--- config.mk ---
export PLATFORM = sky130hd
export DESIGN_NAME = keccak_padder_stream
export DESIGN_NICKNAME = d
export VERILOG_FILES = /design/src/rtl/keccak_pkg.sv /design/src/rtl/keccak_pad_word.sv /design/src/rtl/keccak_padder_stream.sv
export SDC_FILE = /design/constraint.sdc
export NUM_CORES = 2
export LEC_CHECK = 0
export ABC_CLOCK_PERIOD_IN_PS = 2500
export CORE_AREA = 10 10 436 438
export DETAILED_ROUTE_END_ITERATION = 8
export DIE_AREA = 0 0 446 448
export PLACE_DENSITY_LB_ADDON = 0.12
export SLEW_MARGIN = 20
export SYNTH_ARGS = -nofsm -noshare
export SYNTH_HDL_FRONTEND = slang
export SYNTH_HIERARCHICAL = 1
export SYNTH_SLANG_ARGS = --single-unit
--- constraint.sdc ---
create_clock -name clk -period 2.5 [get_ports clk]
set_input_delay 0.375 -clock clk [delete_from_list [all_inputs] [get_ports clk]]
set_output_delay 0.375 -clock clk [all_outputs]
set_load 0.05 [all_outputs]
--- src/rtl/keccak_pkg.sv ---
// Shared types and constants for the Keccak stream padder.
// Rates are in bits; suffixes are the domain-separation bytes.
package keccak_pkg;

  typedef enum logic [1:0] {
    ACCEPT = 2'd0,
    PAD    = 2'd1,
    FULL   = 2'd2
  } pad_state_e;

  localparam logic [7:0] SHA3_SUFFIX  = 8'h06;
  localparam logic [7:0] SHAKE_SUFFIX = 8'h1F;
  localparam logic [7:0] PAD_FINAL    = 8'h80;

  localparam int RATE_SHA3_256 = 1088;
  localparam int RATE_SHA3_512 = 576;
  localparam int RATE_SHAKE128 = 1344;
  localparam int RATE_SHAKE256 = 1088;

  // Zero-extend a byte into the low end of a word.
  function automatic logic [1023:0] low_byte(
    input logic [7:0] b
  );
    return {1016'd0, b};
  endfunction

endpackage

--- src/rtl/keccak_pad_word.sv ---
// Last-word formatter: keeps the top byte_num bytes, inserts
// the suffix byte after them and zeroes the rest.
module keccak_pad_word #(
  parameter int IN_W = 32,
  localparam int NB = IN_W / 8,
  localparam int BW = $clog2(NB)
) (
  input  logic [IN_W-1:0] in,
  input  logic [BW-1:0]   byte_num,
  input  logic [7:0]      suffix,
  output logic [IN_W-1:0] w
);

  // Byte i counts from the MSB end of the word.
  always_comb begin
    w = '0;
    for (int i = 0; i < NB; i++) begin
      if (i < 32'(byte_num)) begin
        w[IN_W-1-8*i -: 8] = in[IN_W-1-8*i -: 8];
      end else if (i == 32'(byte_num)) begin
        w[IN_W-1-8*i -: 8] = suffix;
      end
    end
  end

endmodule

--- src/rtl/keccak_padder_stream.sv ---
// Streaming pad10*1 padder: packs words into rate-sized blocks.
// Define KECCAK_PADDER_SUFFIX_PORT_EN for a runtime suffix port.
module keccak_padder_stream
  import keccak_pkg::*;
#(
  parameter int          IN_W      = 32,
  parameter int          RATE_BITS = 1088,
  parameter logic [7:0]  SUFFIX    = SHA3_SUFFIX,
  localparam int         BW        = $clog2(IN_W / 8)
) (
  input  logic                 clk,
  input  logic                 reset_n,
  input  logic [IN_W-1:0]      in,
  input  logic                 in_ready,
  input  logic                 is_last,
  input  logic [BW-1:0]        byte_num,
`ifdef KECCAK_PADDER_SUFFIX_PORT_EN
  input  logic [7:0]           suffix,
`endif
  output logic                 buffer_full,
  output logic [RATE_BITS-1:0] out,
  output logic                 out_ready,
  input  logic                 f_ack
);

  localparam int WORDS = RATE_BITS / IN_W;
  localparam int CW = (WORDS > 1) ? $clog2(WORDS) : 1;
  localparam logic [CW-1:0] LAST_IDX = CW'(WORDS - 1);
  localparam logic [IN_W-1:0] PAD_WORD =
    IN_W'(low_byte(PAD_FINAL));

  pad_state_e          state_q, state_d;
  logic [CW-1:0]       cnt_q, cnt_d;
  logic [RATE_BITS-1:0] out_q, out_d;
  logic                rdy_q, rdy_d;
  logic                full_q, full_d;

  logic [7:0]          sfx;
  logic [IN_W-1:0]     fmt;
  logic [IN_W-1:0]     word;
  logic                blk_end;

`ifdef KECCAK_PADDER_SUFFIX_PORT_EN
  assign sfx = suffix;
`else
  assign sfx = SUFFIX;
`endif

  keccak_pad_word #(
    .IN_W(IN_W)
  ) u_fmt (
    .in       (in),
    .byte_num (byte_num),
    .suffix   (sfx),
    .w        (fmt)
  );

  assign blk_end = (cnt_q == LAST_IDX);

  // Next-state, block shift and registered-output decode.
  always_comb begin
    state_d = state_q;
    cnt_d   = cnt_q;
    out_d   = out_q;
    word    = '0;
    unique case (state_q)
      ACCEPT: begin
        if (in_ready && !full_q) begin
          word = is_last ? fmt : in;
          if (is_last && blk_end) begin
            word[7:0] = word[7:0] | PAD_FINAL;
          end
          out_d = {out_q[RATE_BITS-IN_W-1:0], word};
          cnt_d = blk_end ? '0 : cnt_q + 1'b1;
          if (blk_end) begin
            state_d = FULL;
          end else if (is_last) begin
            state_d = PAD;
          end
        end
      end
      PAD: begin
        word  = blk_end ? PAD_WORD : '0;
        out_d = {out_q[RATE_BITS-IN_W-1:0], word};
        cnt_d = blk_end ? '0 : cnt_q + 1'b1;
        if (blk_end) begin
          state_d = FULL;
        end
      end
      FULL: begin
        if (f_ack) begin
          state_d = ACCEPT;
          cnt_d   = '0;
        end
      end
      default: begin
        state_d = ACCEPT;
        cnt_d   = '0;
      end
    endcase
    full_d = (state_d != ACCEPT);
    rdy_d  = (state_d == FULL);
  end

  // State, counter, block and handshake registers.
  always_ff @(posedge clk or negedge reset_n) begin
    if (!reset_n) begin
      state_q <= ACCEPT;
      cnt_q   <= '0;
      out_q   <= '0;
      rdy_q   <= 1'b0;
      full_q  <= 1'b0;
    end else begin
      state_q <= state_d;
      cnt_q   <= cnt_d;
      out_q   <= out_d;
      rdy_q   <= rdy_d;
      full_q  <= full_d;
    end
  end

  assign out         = out_q;
  assign out_ready   = rdy_q;
  assign buffer_full = full_q;

endmodule

# == Yosys cells after proc, flatten, opt, wreduce, memory -nomap -nowiden ==
# Index checks and enable logic that the tools add are counted.
# classes
add_sub_neg,1
magnitude_cmp,3
eq_ne,9
n_mux,22
n_reduce_logical,9
# ops
operator,n
$pmux 1088 s2,1
$mux 1088,1
$mux 8,5
$mux 32,1
$mux 6,3
$pmux 6 s3,1
$mux 3,4
$mux 2,5
$add 6x1->6 const B,1
$eq 6x6->1 const B,1
$pmux 2 s3,1
$eq 2x2->1 const A,2
$eq 2x2->1 const B,2
$logic_not 2->1,2
$lt 1x2->1 const A,2
$ne 2x2->1 const B,2
$reduce_and 2->1,2
$reduce_bool 2->1,2
$eq 1x2->1 const A,1
$eq 2x1->1 const B,1
$logic_and 1x1->1,2
$lt 2x2->1 const A,1
$logic_not 1->1,1
# word_totals
register_bits,1098
in_bits,39
out_inout_bits,1090
elab_cells,49

# == Longest topological paths before layout ==
# depth
depth_word,7
ltp_mapped,8
ltp_nobuf,5

# == Hierarchy ==
# The synthesis kept the hierarchy.
# by_module_without_submodules
mod,n_inst,cells_each,area_each_um2,seq_area_each_um2
keccak_padder_stream,1,5716,49453.7,27476.4
keccak_pad_word,1,48,432.9,0.0

# == Worst setup path before layout ==
# Ideal clock, no wire load.
# synth_path
path_kind,reg2reg
startpoint,"reg full_q, in the netlist buffer_full"
endpoint,"reg out_q[18], in the netlist out[18]"
setup_time_ns,0.096
t_arrival_ns,1.625
required_ns,2.404
setup_slack_ns,0.780
stages_incl_launch_ff,7
n_path_buf,2
synth_period_minus_slack_ns,1.720
cell_sequence,dfrtp_1 -> nor2b_1 -> o21ai_2 -> clkbuf_1 -> clkbuf_1 -> nand2_1 -> o31ai_1
# synth_via
elab_chain_cells,4
# synth_lines
item,line_no,rtl
start: declaration,keccak_padder_stream.sv:36,"logic full_q, full_d;"
start signal: assignment,keccak_padder_stream.sv:118,full_q <= full_d;
$logic_not 1->1,keccak_padder_stream.sv:68,if (in_ready && !full_q) begin
$logic_and 1x1->1,keccak_padder_stream.sv:68,
$ne 2x2->1 (no line),n/a,
$reduce_and 2->1 (no line),n/a,
end signal: assignment,keccak_padder_stream.sv:116,out_q <= out_d;
end: declaration,keccak_padder_stream.sv:34,"logic [RATE_BITS-1:0] out_q, out_d;"
# Every way passes these cells.
# A chain may end at the register's enable or synchronous reset.

# == Worst setup path after layout ==
# layout_path
startpoint,"reg out_q[35], in the netlist out[35]"
endpoint,out out[35]
# layout_lines
item,line_no,rtl
end: declaration,keccak_padder_stream.sv:21,"output logic [RATE_BITS-1:0] out,"
# No word-level cell between the ends.

==> metrics.md <==
| Metric | Value |
|---|---|
| Startpoint types | `register` |
| Num CTS Buffers | `136` |
| DRT Pass-1 Iters | `5` |
| Min Tclk post-route | `2.42 ns` |
| Rel. slew slack | `0.513` |
| H-Tree Level Count | `4` |
| Fillers | `19100` |
| # placed instances | `8137` |
| Worst Setup End Kind | `primary output` |
| Area delta synth->final | `21.4%` |
| Clock Pin Slew Worst Setup and Hold Paths | `0.06 ns` |
| Critical Path AT | `2.05 ns` |
| Post-Syn Area per Cell | `8.65 µm²` |
| Register area share after synthesis | `0.551` |
| Status | `complete, no violations` |
| CTS Sinks | `1098` |
| Fin crit share | `0.968` |
| Setup Fix Bufs, Post-CTS | `0` |
| Crit-path cells | `clkdlybuf4s50_1` |
| CP max-delay cell | `clkdlybuf4s50_1` |
| Buffers on Ports | `1128` |
| Total number of vias | `35100` |
| FP Rows | `157` |
| Routed length per instance | `23.2 µm` |
| Nets | `5932` |
| Layout Cells excl Fill | `8370` |
| Root buf cell | `clkbuf_16` |
| Slowest Stage Delay on Critical Path | `0.85 ns` |
| Detail Placement HPWL | `149 mm` |
| CP Class | `reg -> out` |
| Actual slew at the worst max-slew pin | `0.734 ns` |
| Synth Cell Area | `49900 µm²` |
| Core Region | `182000 µm²` |
| Clk_skew | `0.0303 ns` |
| Mapped Cells | `5764` |
| Vias per cell | `4.20` |
| Gr ovfl total | `0` |
| Final hold vios | `0` |
| Max Fclk | `413 MHz` |
| CTS tree | `done` |
| Cell variety after synth | `40` |
| IO Pins | `1129` |
| Placer Congestion | `0.844` |
| Setup total negative slack | `0 ns` |
| Max cap viols | `0` |
| Most common cell after layout, fill and taps aside | `nand2_1` |
| Worst-path maximum fanout | `3` |
| Clk_lat worst skew | `0.80 ns` |
| R2r worst-path depth | `6` |
| First-pass GRT wire length | `277 mm` |
| Placed inst area | `56900 µm²` |
| Drt total wl | `194 mm` |
| DRT iter0 DRCs | `2331` |
| Buffers & Inverters on Critical Path | `1` |
| HP Class | `in -> async` |
| Setup slack, reg-to-reg | `0.56 ns` |
| Die span in x | `446 µm` |
| Total GRT Usage | `0.188` |
| DIE AREA | `200000 µm²` |
| YS warnings | `6` |
| Final setup fails | `0` |
| Largest net degree at the start of global routing | `103` |
| Initial core utilization | `0.275` |
| DR DRC count | `0` |
| Worst path top cell family by delay | `buffers and inverters` |
| Ratio of cells with drive above 1 in the final layout | `0.0645` |
| Detail Route Antenna Nets | `0` |
| Vias in the first global route | `36100` |
| FF+latch count, synth | `1098` |
| CTS Buffer Depth | `3` |
| RSZ-0062 raised after global routing | `no` |
| Number of antenna violations at the first check in global routing | `4` |
| Register area | `27500 µm²` |
| Most frequent cells in the layout | `nand2_1 (3205), dfrtp_1 (1098), dlygate4sd2_1 (753)` |
| Multi-input combinational cell area | `13300 µm²` |
| Worst flop-to-flop path startpoint | `state_q[1]` |
| Max Slew Vio Count | `0` |
| Design Area, Final | `60500 µm²` |
| CP Data Required Time | `2.12 ns` |
| Die height | `448 µm` |
| Reg2reg end | `out[583]` |
registers in the layout, summed over array words and instances, names as in the netlist:
name / count
buffer_full: 1
cnt_q: 6
out: 1088
out_ready: 1
state_q: 2
routing by layer:
metal  vias up  part of all wire  track usage
met2       853              0.51        0.330
met4         0             0.030       0.0562
met3       213             0.073       0.0645
li1      16700                 -            -
met1     17400              0.39        0.217
met5         -                 0            0
cells by family (layout without fill, tap and decap cells):
group,Yosys count,after routing,share of synthesized area
and+or+nand+nor,3239,3239,0.245
buffers and inverters,1315,1504,0.184
DFF,1098,1098,0.551
AOI/OAI and AO/OA,61,61,0.00915
muxes,47,47,0.00971
adders and majority gates,2,2,0.000502
other,2,34,0.000151
metrics by stage:
stage / hold slack (ns) / setup WS [ns] / util
4_1_cts: 0.0579 / 0.000244 / 0.333
2_1_floorplan: 0.0794 / 0.780 / -
6_report: 0.135 / 0.0788 / 0.333
3_3_place_gp: 0.346 / 0.245 / 0.313
5_1_grt: 0.0849 / 0.0000921 / 0.333
3_5_place_dp: 0.350 / 0.231 / 0.313
layout make-up:
cell class | instances | area share
Multi-Input combinational cell | 3381 | 0.220
Clock buffer | 192 | 0.0650
Antenna cell | 2 | 0.0000827
Inverter | 4 | 0.000248
Tap cell | 2385 | 0.0493
Clock inverter | 38 | 0.00800
Timing Repair Buffer | 1270 | 0.203
Sequential cell | 1098 | 0.454
cell usage after synthesis:
| cell type | number | area (µm²) |
|---|---|---|
| nor2_8 | 1 | 20.0 |
| nand3_1 | 3 | 15.0 |
| buf_6 | 4 | 45.0 |
| mux2i_1 | 39 | 390 |
| nand2b_1 | 1 | 6.26 |
| a32o_1 | 1 | 10.0 |
| buf_1 | 6 | 22.5 |
| a21oi_4 | 1 | 16.3 |
| a21o_1 | 1 | 7.51 |
| o31ai_1 | 33 | 248 |
| clkbuf_2 | 1 | 5.00 |
| o21ai_1 | 1 | 5.00 |
| clkbuf_1 | 39 | 146 |
| a221oi_1 | 1 | 8.76 |
| ha_1 | 2 | 25.0 |
| a21oi_1 | 2 | 10.0 |
| a31oi_1 | 1 | 6.26 |
| conb_1 | 2 | 7.51 |
| a41o_1 | 1 | 10.0 |
| o311ai_1 | 1 | 8.76 |
| nand4_1 | 2 | 12.5 |
| nor2b_1 | 9 | 56.3 |
| o21a_1 | 1 | 7.51 |
| dfrtp_1 | 1098 | 27500 |
| or3_1 | 1 | 6.26 |
| inv_2 | 2 | 7.51 |
| o21ai_0 | 8 | 40.0 |
| nor2b_4 | 1 | 13.8 |
| o21ai_2 | 1 | 8.76 |
| nor3_1 | 1 | 5.00 |
| and3_1 | 8 | 50.1 |
| mux2_2 | 7 | 78.8 |
| a22o_1 | 8 | 70.1 |
| nor2_1 | 5 | 18.8 |
| buf_4 | 1057 | 7940 |
| nand2_1 | 3205 | 12000 |
| inv_1 | 2 | 7.51 |
| buf_2 | 204 | 1020 |
| or2_2 | 2 | 12.5 |
| mux2_4 | 1 | 15.0 |
worst max-delay path by stage:
stage                      from  endpoint  slack (ns)  depth (start not counted)
finish                  out[35]   out[35]        0.08                          1
CTS                    out[698]  out[698]      0.0002                          1
floorplan           buffer_full   out[18]        0.78                          6
detailed placement     in_ready  out[668]        0.23                          7
global route           out[616]  out[616]     0.00009                          1
global placement       in_ready  out[669]        0.25                          7
what timing repair did:
action,CTS,global route
endpoints found under the hold margin,458,0
setup endpoints to repair,753,47
hold buffers,1,0
resized for setup,753,47
Power is not shown: default switching activity piles up to over one toggle a cycle in this logic, so the estimate is an artifact.
